===== src/rtl/aer_event_packetizer.sv =====
// AER event packetizer: timestamps arbiter grants, buffers them in a FWFT FIFO
// and streams {type,pol,x,y,ts} packets plus timestamp-wrap markers.
module aer_event_packetizer #(
   parameter int X_W      = 1,
   parameter int Y_W      = 1,
   parameter int TS_W     = 16,
   parameter int TICK_DIV = 1,
   parameter int DEPTH    = 8
) (
   input  logic                         clk_i,
   input  logic                         reset_ni,
   input  logic                         enable_i,
   input  logic                         evt_valid_i,
   input  logic [X_W-1:0]               x_add_i,
   input  logic [Y_W-1:0]               y_add_i,
   input  logic                         pol_i,
   input  logic                         evt_ready_i,
   output logic                         evt_valid_o,
   output logic [2+X_W+Y_W+TS_W-1:0]    evt_data_o,
   output logic                         stall_o,
   output logic                         full_o,
   output logic [7:0]                   drop_cnt_o
);

   localparam int PKT_W = 2 + X_W + Y_W + TS_W;
   localparam int AW    = $clog2(DEPTH);
   localparam int CW    = AW + 1;
   localparam int DW    = (TICK_DIV > 1) ? $clog2(TICK_DIV) : 1;

   logic [TS_W-1:0]  ts_q;
   logic [TS_W-1:0]  wrap_cnt_q;
   logic             wrap_pend_q;
   logic [DW-1:0]    div_q;
   logic [AW-1:0]    wr_ptr_q;
   logic [AW-1:0]    rd_ptr_q;
   logic [CW-1:0]    cnt_q;
   logic [7:0]       drop_q;
   logic [PKT_W-1:0] mem_q [DEPTH];

   logic             tick;
   logic             wrap;
   logic             full;
   logic             not_empty;
   logic             ev_wr;
   logic             mk_wr;
   logic             wr_en;
   logic             pop;
   logic             drop;
   logic [PKT_W-1:0] wr_data;
   logic [CW-1:0]    cnt_nxt;

   always_comb begin
      tick      = 1'b0;
      wrap      = 1'b0;
      full      = (cnt_q == CW'(DEPTH));
      not_empty = (cnt_q != '0);
      ev_wr     = 1'b0;
      mk_wr     = 1'b0;
      drop      = 1'b0;
      wr_data   = '0;
      if (enable_i) begin
         tick  = (div_q == DW'(TICK_DIV - 1));
         wrap  = tick && (ts_q == {TS_W{1'b1}});
         ev_wr = evt_valid_i && !full;
         drop  = evt_valid_i && full;
         // a pending marker only takes slots that no event wants
         mk_wr = wrap_pend_q && !full && !ev_wr;
      end
      wr_en = ev_wr || mk_wr;
      if (ev_wr)
         wr_data = {1'b0, pol_i, x_add_i, y_add_i, ts_q};
      else if (mk_wr)
         wr_data = {1'b1, 1'b0, {X_W{1'b0}}, {Y_W{1'b0}}, wrap_cnt_q};
      pop     = not_empty && evt_ready_i;
      cnt_nxt = cnt_q + CW'(wr_en) - CW'(pop);
   end

   always_ff @(posedge clk_i) begin
      if (!reset_ni) begin
         ts_q        <= '0;
         div_q       <= '0;
         wrap_cnt_q  <= '0;
         wrap_pend_q <= 1'b0;
      end else if (enable_i) begin
         div_q <= tick ? '0 : div_q + DW'(1);
         if (tick)
            ts_q <= ts_q + TS_W'(1);
         if (wrap)
            wrap_cnt_q <= wrap_cnt_q + TS_W'(1);
         // a new wrap re-arms the marker even if one leaves this cycle
         wrap_pend_q <= wrap || (wrap_pend_q && !mk_wr);
      end
   end

   always_ff @(posedge clk_i) begin
      if (!reset_ni) begin
         wr_ptr_q <= '0;
         rd_ptr_q <= '0;
         cnt_q    <= '0;
         drop_q   <= '0;
      end else begin
         if (wr_en)
            wr_ptr_q <= wr_ptr_q + AW'(1);
         if (pop)
            rd_ptr_q <= rd_ptr_q + AW'(1);
         cnt_q <= cnt_nxt;
         if (drop && drop_q != 8'hFF)
            drop_q <= drop_q + 8'd1;
      end
   end

   always_ff @(posedge clk_i) begin
      if (reset_ni && wr_en)
         mem_q[wr_ptr_q] <= wr_data;
   end

   always_comb begin
      evt_valid_o = not_empty;
      evt_data_o  = not_empty ? mem_q[rd_ptr_q] : '0;
      stall_o     = (cnt_q >= CW'(DEPTH - 1));
      full_o      = full;
      drop_cnt_o  = drop_q;
   end

endmodule

===== config.mk =====
export PLATFORM = sky130hd
export DESIGN_NAME = aer_event_packetizer
export DESIGN_NICKNAME = d
export VERILOG_FILES = /design/src/rtl/aer_event_packetizer.sv
export SDC_FILE = /design/constraint.sdc
export NUM_CORES = 1
export LEC_CHECK = 0
export CAP_MARGIN = 40
export CORE_ASPECT_RATIO = 0.6
export CORE_MARGIN = 5
export CORE_UTILIZATION = 25
export CTS_CLUSTER_SIZE = 10
export DETAILED_ROUTE_END_ITERATION = 8
export GPL_TIMING_DRIVEN = 1
export SYNTH_ARGS = -nofsm -noshare
export SYNTH_HDL_FRONTEND = slang
export SYNTH_SLANG_ARGS = --single-unit

===== constraint.sdc =====
create_clock -name clk_i -period 4.2 [get_ports clk_i]
set_input_delay 0.84 -clock clk_i [delete_from_list [all_inputs] [get_ports clk_i]]
set_output_delay 0.84 -clock clk_i [all_outputs]
set_load 0.01 [all_outputs]

==> metrics, run 1 <==
status finished clean; CP delay by family, top buffers and inverters; final std cells w/o fill 1129; Syn-to-layout area delta 20.1%; RSZ-0062 raised after global routing no; Max FO, Critical Path 12; Rel. slew slack 0.531; CORE AREA between 30000 and 40000 µm²; die area roughly 40000 µm²; synth unique cells between 40 and 50; Post-Synthesis Cells 584; HP Start wrap_cnt_q[15]; via count roughly 5200; EDFF count, synth 160; clock tree root buffer cell clkbuf_16; WS Path Type flip-flop to output pin; peak supply drop about 0.3 mV; First-pass DRT Iterations 4; Ports 39; hold slack 0.478 ns; final slew viol count 0; remaining global-route overflow 0; Die Y ~160 µm; total negative slack 0 ns; Worst Tran Pin Value ~0.70 ns; Leak about 3.4 nW; slowest stage delay, CP approximately 0.56 ns; Post-Place Worst Slack between 1 and 1.5 ns; CTS Hold Bufs 0; setup repair bufs after CTS 0; Cell Rows 53; Mapped Nets around 600; top_reg_cell synth edfxtp_1; placed instance count roughly 1100; Max Freq approximately 0.28 GHz; Final WS setup a little under 0.7 ns; PortBufs 38; CP Cell Sequence buf_4, mux4_2, mux2i_1, nor2_1, clkdlybuf4s50_1; Vias/cell around 4.6; initial core utilization 0.254; final core area utilization 0.305; synthesized cell area 8900 µm²; maxcap violations 0; Setup violations, final 0; routed len/inst ~17 µm; TritonCTS Buffers 25; clk_skew between 0.01 and 0.015 ns; most frequent cells in the layout edfxtp_1 (160), dfxtp_1 (53), nor2_1 (43); CP Launch Type flip-flop; proportion of layout cells with a drive suffix above 1 0.163; fin area 10700 µm²; GP Congestion around 0.8; fin crit period ~3.5 ns; final hold vios 0; Syn Area/Cell 15.2 µm²; clk_lat worst skew 0.51 ns; number of DRC markers in iteration 0 about 350; first-pass GRT wire length 31100 µm; Final period util 0.838; ys async rst share 0; initial antenna violation count 0; Residual DRC 0; HPWL after DPL roughly 13000 µm; CTS tree done; H-tree Lvls 1; post-CTS sizing 0; # diodes 0; buffer and inverter count on the worst path 2; post-route antenna net violation count 0; Filler Cell Count around 3400; clock-pin slew on the worst setup and hold paths 0.06 ns; Syn. warnings 0; Total Wirelength between 15000 and 20000 µm; placed cell areas roughly 10000 µm²; Max Root-Sink Buffers 3; GRT Util Overall 0.101; CP Capture Type output pin; Seq cells post-synth approximately 220; pwr dens 520 nW/µm²; clock sink total approximately 220; # nets final 664; number of global-route vias before repair between 5000 and 6000; critical path arrival between 2 and 3 ns; commonest non-fill, non-tap cell in the layout edfxtp_1; CP required roughly 3.4 ns; total power ~5.6 mW; type of the worst min-delay path flip-flop to flip-flop; Die Wd between 200 and 300 µm; Seq/Total Area, Yosys 0.664; Critical-path top delay cell dfxtp_2; FF-to-FF Start cnt_q[2]; largest net degree at the start of global routing 26
-- cell families after synthesis --
family / after synthesis / synth area share
AOI/OAI and AO/OA: 61 / 0.0461
xor gates and xnor gates: 16 / 0.0157
adders and majority gates: 12 / 0.0177
buffers and inverters: 39 / 0.0180
DFF: 215 / 0.664
muxes: 72 / 0.137
and+or+nand+nor: 169 / 0.102
-- metal layers --
layer | track usage | up-vias | routed length [µm]
met4 | 0.0200 | 0 | 364
met1 | 0.155 | 2668 | 9890
met5 | 0 | - | 0
met2 | 0.145 | 124 | 8380
met3 | 0.0217 | 27 | 1050
li1 | - | 2387 | -
-- cells in the mapped netlist (10+ instances only) --
master / instances / share of area
a22o_1: 16 / 0.016
mux2i_1: 32 / 0.036
nand2_1: 29 / 0.012
mux4_2: 40 / 0.10
o31ai_1: 10 / 0.0084
nand3_1: 18 / 0.010
nand2b_1: 10 / 0.0070
or4_1: 12 / 0.010
a21oi_1: 20 / 0.011
inv_1: 12 / 0.0051
ha_1: 11 / 0.015
dfxtp_1: 55 / 0.12
edfxtp_1: 160 / 0.54
nor2_1: 45 / 0.019
clkbuf_1: 19 / 0.0080
-- worst paths after layout --
path / to / slack, ns / cells past startpoint
min: wrap_cnt_q[15] / 0.48 / 2
max: evt_data_o[4] / 0.68 / 5
max reg2reg: cnt_q[1] / 1.53 / 9
min reg2reg: wrap_cnt_q[15] / 0.48 / 2
-- report_power, final --
part	leakage (nW)	internal (mW)	switching [mW]
Sequential	1.97	2.32	0.0719
Clock	0.331	1.11	0.788
Combinational	1.13	0.666	0.603
Total	3.43	4.10	1.46
-- sequential cells by signal, summed over array words and instances (netlist names), named ones only --
| name | cells |
|---|---|
| cnt_q | 4 |
| wrap_pend_q | 1 |
| rd_ptr_q | 3 |
| ts_q | 16 |
| drop_cnt_o | 8 |
| div_q | 1 |
| wr_ptr_q | 3 |
| mem_q | 160 |
| wrap_cnt_q | 16 |
-- tightest hold or removal path, delay by kind of cell (launching register included) --
kind | cells | cell delay, ns
flops | 1 | 0.32
mux | 1 | 0.06
simple gates | 1 | 0.06
-- final cells by class --
class	count	area (µm²)	share of cell area
clock buffer	44	697	0.0652
timing repair buffer	60	566	0.0529
sequential	215	5910	0.553
clock inverter	1	7.51	0.000702
multi-input combinational	330	2880	0.270
inverter	12	45.0	0.00421
tap	467	584	0.0547
(Power assumes the default switching activity.)
==> run 2, diff against run 1 <==
==> constraint.sdc (replaced) <==
create_clock -name clk_i -period 3 [get_ports clk_i]
set_input_delay 0.6 -clock clk_i [delete_from_list [all_inputs] [get_ports clk_i]]
set_output_delay 0.6 -clock clk_i [all_outputs]
set_load 0.01 [all_outputs]
==> run 2 against run 1 <==
  * Combinational power is 52% higher
  * Critical endpoint is now evt_data_o[2]
  * Die area did not move
  * Global-route usage about the same
  * Final cell count up 1.3%
  * Clock power increased by 39%
  * Wire length rose by 1.5%
  * Worst hold slack got worse by 0.0051 ns
  * Non-clock buffer count up 16
  * Power grew 42%
  * Sequential share of layout area is 1.3 points lower
  * Flip-flop and latch count did not move
==> metrics, run 2 (synthesis results as in run 1) <==
status finished clean; final core area utilization 0.312 (+0.00760); Total Wirelength 20000 µm (+1.5%); remaining global-route overflow 0 (unchanged); CP required 2.40 ns (-0.96 ns); hold slack 0.473 ns (-0.00506 ns); number of global-route vias before repair 5136 (+0.86%); die area 39600 µm² (unchanged); final slew viol count 0 (unchanged); TritonCTS Buffers 25 (unchanged); Residual DRC 0 (unchanged); Rel. slew slack 0.581 (+0.0501); WS Path Type flip-flop to output pin; clk_lat worst skew 0.51 ns (about the same); Vias/cell 4.60 (-0.21%); # nets final 680 (+2.4%); initial core utilization 0.254 (unchanged); CTS tree done; via count 5264 (+1.1%); First-pass DRT Iterations 5 (+1); placed instance count 1092 (+0.74%); proportion of layout cells with a drive suffix above 1 0.191 (+0.0274); # diodes 0 (unchanged); clock tree root buffer cell clkbuf_16; Final period util 0.951; DRT met1 WL 10100 µm (+2.5%); Die Wd 254 µm (unchanged); Max FO, Critical Path 10 (-2); maxcap violations 0 (unchanged); WL met3 1170 µm (+12%); Die Y 156 µm (unchanged); peak supply drop 0.389 mV (+30%); Ports 39 (unchanged); pwr dens 721 nW/µm² (+39%); CP Cell Sequence buf_12, buf_4, mux4_2, mux2i_2, nor2_1, dlygate4sd2_1; slowest stage delay, CP 0.50 ns (-0.06 ns); clock sink total 215 (unchanged); first-pass GRT wire length 30900 µm (-0.75%); HPWL after DPL 13100 µm (+1.6%); routed len/inst 17.5 µm (+0.19%); CP Launch Type flip-flop; Setup violations, final 0 (unchanged); type of the worst min-delay path flip-flop to flip-flop; critical path arrival 2.25 ns (-0.43 ns); H-tree Lvls 1 (unchanged); fin crit period ~2.9 ns; most frequent cells in the layout edfxtp_1 (160), dfxtp_1 (53), nor2_1 (43); post-route antenna net violation count 0 (unchanged); clk_skew 0.0140 ns (+0.00262 ns); GP Congestion 0.751 (-3.4%); CP Capture Type output pin; clock-pin slew on the worst setup and hold paths 0.05 ns (about the same); biggest regs mem_q x160, ts_q x16, wrap_cnt_q x16; Top reg by flops mem_q; largest net degree at the start of global routing 41 (+58%); GRT Util Overall 0.101 (+0.000111); Worst Tran Pin Value 0.626 ns (-0.0725 ns); top routing layer in use met4; Syn-to-layout area delta 23.1%; initial antenna violation count 0 (unchanged); buffer and inverter count on the worst path 3 (+1); CORE AREA 35100 µm² (unchanged); final hold vios 0 (unchanged); PortBufs 38 (unchanged); Cell Rows 53 (unchanged); number of DRC markers in iteration 0 382 (+7.9%); max FFs per register 160 (unchanged); CP delay by family, top multiplexers; Critical-path top delay cell mux4_2; Max Root-Sink Buffers 3 (unchanged); met2 wire length 8290 µm (-1.0%); Max Freq 0.350 GHz; final std cells w/o fill 1144 (+1.3%); RSZ-0062 raised after global routing no; commonest non-fill, non-tap cell in the layout edfxtp_1; Leak 3.66 nW (+6.8%)
[run 2: cell count changes in the layout (fill, tap and decap cells not counted), sizes merged]
cell / previous run / this run
buf: 22 / 37
clkinv: 0 / 1
bufbuf: 0 / 1
dlygate4sd2: 0 / 16
dlymetal6s2s: 0 / 4
clkbuf: 44 / 43
clkinvlp: 1 / 0
clkdlybuf4s50: 38 / 18
[run 2: through the flow]
| step | TNS (ns) | worst slack, ns | cell area, µm² | power, mW |
|---|---|---|---|---|
| floorplan | -5.63 | -0.111 | 8910 | 4.48 |
| global placement | 0 | 0.160 | 10100 | 5.26 |
| detailed placement | 0 | 0.128 | 10100 | 5.28 |
| CTS | -0.0473 | -0.0287 | 10900 | 7.97 |
| global route | 0 | 0.0148 | 11000 | 8.32 |
| finish | 0 | 0.147 | 11000 | 7.90 |
[run 2: power breakdown]
| part | switching [mW] | total [mW] | internal, mW |
|---|---|---|---|
| combinational | 0.913 | 1.93 | 1.01 |
| clock | 1.10 | 2.65 | 1.55 |
| sequential | 0.0703 | 3.32 | 3.25 |
[run 2: layer usage]
metal / vias to the layer above / GRT usage
met2: 137 / 0.141
met3: 30 / 0.0238
met4: 0 / 0.0223
li1: 2438 / -
met1: 2659 / 0.157
met5: - / 0
[run 2: final timing paths]
kind / start / endpoint / slack (ns) / depth (start not counted)
worst min register to register: wrap_cnt_q[15] / wrap_cnt_q[15] / 0.47 / 2
worst min-delay path: wrap_cnt_q[15] / wrap_cnt_q[15] / 0.47 / 2
worst max-delay path: flip-flop / evt_data_o[2] / 0.15 / 6
worst max register to register: cnt_q[2] / cnt_q[3] / 0.60 / 11
[run 2: layout make-up]
class | instances | area [µm²]
Multi-Input combinational cell | 330 | 2940
Fill cell | 3412 | 24100
Sequential cell | 215 | 5910
Clock inverter | 1 | 5.00
Inverter | 12 | 45.0
Timing Repair Buffer | 76 | 781
Clock buffer | 43 | 693
Tap cell | 467 | 584
[run 2: what timing repair did]
item	CTS	global route
hold buffers	0	0
gates resized for setup	23	5
endpoints found under the setup margin	12	4
hold endpoints to repair	0	0
setup buffers	1	6
gates cloned	1	0
[run 2: worst register-to-register path, stage by stage, from the launching register on]
cell     delay [ns]
dfxtp_1        0.33
inv_1          0.08
ha_1           0.19
nor3b_2        0.16
inv_1          0.16
nand2_1        0.18
or2_2          0.36
ha_1           0.29
a21o_1         0.16
a21oi_1        0.17
xnor2_1        0.13
nor2_1         0.05
==> run 3, diff against run 2 <==
--- a/config.mk
+++ b/config.mk
@@ -7,8 +7,9 @@
 export LEC_CHECK = 0
 export CAP_MARGIN = 40
 export CORE_ASPECT_RATIO = 0.6
-export CORE_MARGIN = 5
+export CORE_MARGIN = 10
 export CORE_UTILIZATION = 25
+export CTS_BUF_LIST = sky130_fd_sc_hd__clkbuf_2
 export CTS_CLUSTER_SIZE = 10
 export DETAILED_ROUTE_END_ITERATION = 8
 export GPL_TIMING_DRIVEN = 1
==> run 3 against run 2 <==
  * First-iteration DRC count grew 51%
  * Combinational power grew 13%
  * Flip-flop and latch count is the same
  * Final area shrank 0.46%
  * Sequential share of layout area grew 0.26 points
  * Global-route usage shrank 0.20 points
  * Final cell count grew 5.6%
  * Register-to-register slack gained 0.15 ns
  * Wire length grew 9.4%
  * Core utilization shrank 0.14 points
  * Sequential power is essentially flat
  * Critical endpoint is now evt_data_o[1]
==> metrics, run 3 (synthesis results as in run 1) <==
status finished clean; max FFs per register 160 (unchanged); cells on worst reg2reg path 10 (-1); HPWL after DPL 13600 µm (+4.3%); proportion of layout cells with a drive suffix above 1 0.302 (+0.112); clock tree root buffer cell clkbuf_2; final hold vios 0 (unchanged); # nets final 719 (+5.7%); TritonCTS Buffers 52 (+110%); commonest non-fill, non-tap cell in the layout edfxtp_1; Rel. slew slack 0.567 (-0.0141); Top reg by flops mem_q; GP Congestion 0.761 (+1.5%); Setup violations, final 0 (unchanged); r2r endpoint cnt_q[1]; Die Y 166 µm (+6.4%); Worst R2R Setup Slack 0.75 ns (+0.15 ns); CP required 2.40 ns (about the same); remaining global-route overflow 0 (unchanged); CP Launch Type flip-flop; Cell Rows 53 (unchanged); Syn-to-layout area delta 22.6%; total power 7.59 mW (-3.8%); CP Capture Type output pin; fin crit period 2.97 ns (+0.116 ns); initial core utilization 0.254 (unchanged); post-route antenna net violation count 0 (unchanged); FF-to-FF Start cnt_q[2]; WS Path Type flip-flop to output pin; biggest regs mem_q x160, ts_q x16, wrap_cnt_q x16; Total Wirelength 21900 µm (+9.4%); final std cells w/o fill 1208 (+5.6%); clk_lat worst skew 0.84 ns (+0.33 ns); peak supply drop 0.255 mV (-34%); Residual DRC 0 (unchanged); number of global-route vias before repair 5576 (+8.6%); via count 5520 (+4.9%); area taken by multi-input logic gates 2960 µm² (+0.68%); Reg area 5910 µm² (about the same); first-pass GRT wire length 33800 µm (+9.4%); PortBufs 38 (unchanged); placed instance count 1092 (unchanged); largest net degree at the start of global routing 34 (-17%); Max Root-Sink Buffers 3 (unchanged); CORE AREA 35100 µm² (unchanged); pwr dens 696 nW/µm² (-3.4%); critical path arrival 2.37 ns (+0.12 ns); initial antenna violation count 0 (unchanged); Worst setup endpoint evt_data_o[1]; Leak 3.73 nW (+1.8%); # diodes 0 (unchanged); Die Wd 264 µm (+3.9%); final slew viol count 0 (unchanged); clock-pin slew on the worst setup and hold paths 0.10 ns (+0.05 ns); First-pass DRT Iterations 5 (unchanged); most frequent cells in the layout edfxtp_1 (160), clkbuf_2 (81), dfxtp_1 (52); Filler Cell Count 3435 (+0.67%); maxcap violations 0 (unchanged); number of DRC markers in iteration 0 577 (+51%); clk_skew 0.0981 ns (+0.0841 ns); Worst Tran Pin Value 0.645 ns (+0.0190 ns); Ports 39 (unchanged); H-tree Lvls 2 (+1); die area 43800 µm² (+11%); Max Freq 0.337 GHz (-3.9%); Vias/cell 4.57 (-0.69%); CTS tree done; GRT Util Overall 0.0987 (-0.00196); total negative slack 0 ns (unchanged); clock sink total 215 (unchanged); Max FO, Critical Path 6 (-4); Final period util 0.990 (+0.0388); routed len/inst 18.1 µm (+3.6%); type of the worst min-delay path flip-flop to flip-flop; RSZ-0062 raised after global routing yes
## run 3: changes by cell type in the layout (fill, tap and decap cells not counted), moves of 3 or more
cell            change
clkbuf_2           +81
clkbuf_16          -25
buf_2              +19
clkbuf_1           -18
dlygate4sd2_1      -14
buf_6              +11
clkinv_1           +11
buf_4               -4
dlymetal6s2s_1      -4
inv_2               +4
inv_1               -3
## run 3: repair_timing
item                                    CTS  global route
gates resized for setup                 102            11
hold buffers                              0             0
buffers inserted                         18             0
pin swaps                                 1             3
cloned                                    5             0
endpoints found under the setup margin   22            22
## run 3: final cells by class
class                      instances  share of cell area
timing repair buffer              88              0.0818
multi-input combinational        330               0.271
clock inverter                    16              0.0106
sequential                       215               0.542
inverter                          12             0.00413
clock buffer                      80              0.0367
tap                              467              0.0536
## run 3: worst min path at each step
stage / startpoint / endpoint / slack [ns] / cells past startpoint
floorplan: wrap_cnt_q[15] / wrap_cnt_q[15] / 0.44 / 2
global placement: wrap_cnt_q[15] / wrap_cnt_q[15] / 0.46 / 2
detailed placement: wrap_cnt_q[15] / wrap_cnt_q[15] / 0.47 / 2
CTS: evt_ready_i / flip-flop / 0.43 / 3
global route: evt_ready_i / flip-flop / 0.47 / 3
finish: wrap_cnt_q[15] / wrap_cnt_q[15] / 0.48 / 2
## run 3: through the flow
stage | hold slack (ns) | setup slack, ns | instance area, µm² | util
4_1_cts | 0.434 | -0.105 | 11000 | 0.312
3_3_place_gp | 0.455 | 0.177 | 10100 | 0.289
2_1_floorplan | 0.442 | -0.111 | 8910 | -
6_report | 0.479 | 0.0301 | 10900 | 0.311
3_5_place_dp | 0.465 | 0.137 | 10100 | 0.289
5_1_grt | 0.472 | -0.140 | 10900 | 0.311
## run 3: critical path, cell delays in order (launching register included)
cell and delay (ns):
dfxtp_4 0.45, buf_12 0.15, buf_6 0.09, mux4_2 0.51, mux2i_2 0.22, nor2_1 0.07
buf_2 0.14
## run 3: metal layers
layer	track usage	up-vias	routed length, µm
met5	0	-	0
met4	0.0276	0	310
met3	0.0299	29	1410
met2	0.136	152	9120
met1	0.145	2794	11000
li1	-	2545	-
## run 3: power breakdown
part           total, mW  leakage (nW)  internal, mW  switching, mW
Sequential          3.35          1.97          3.25         0.0984
Combinational       2.18          1.37          1.18           1.00
Clock               2.07         0.390         0.880           1.19
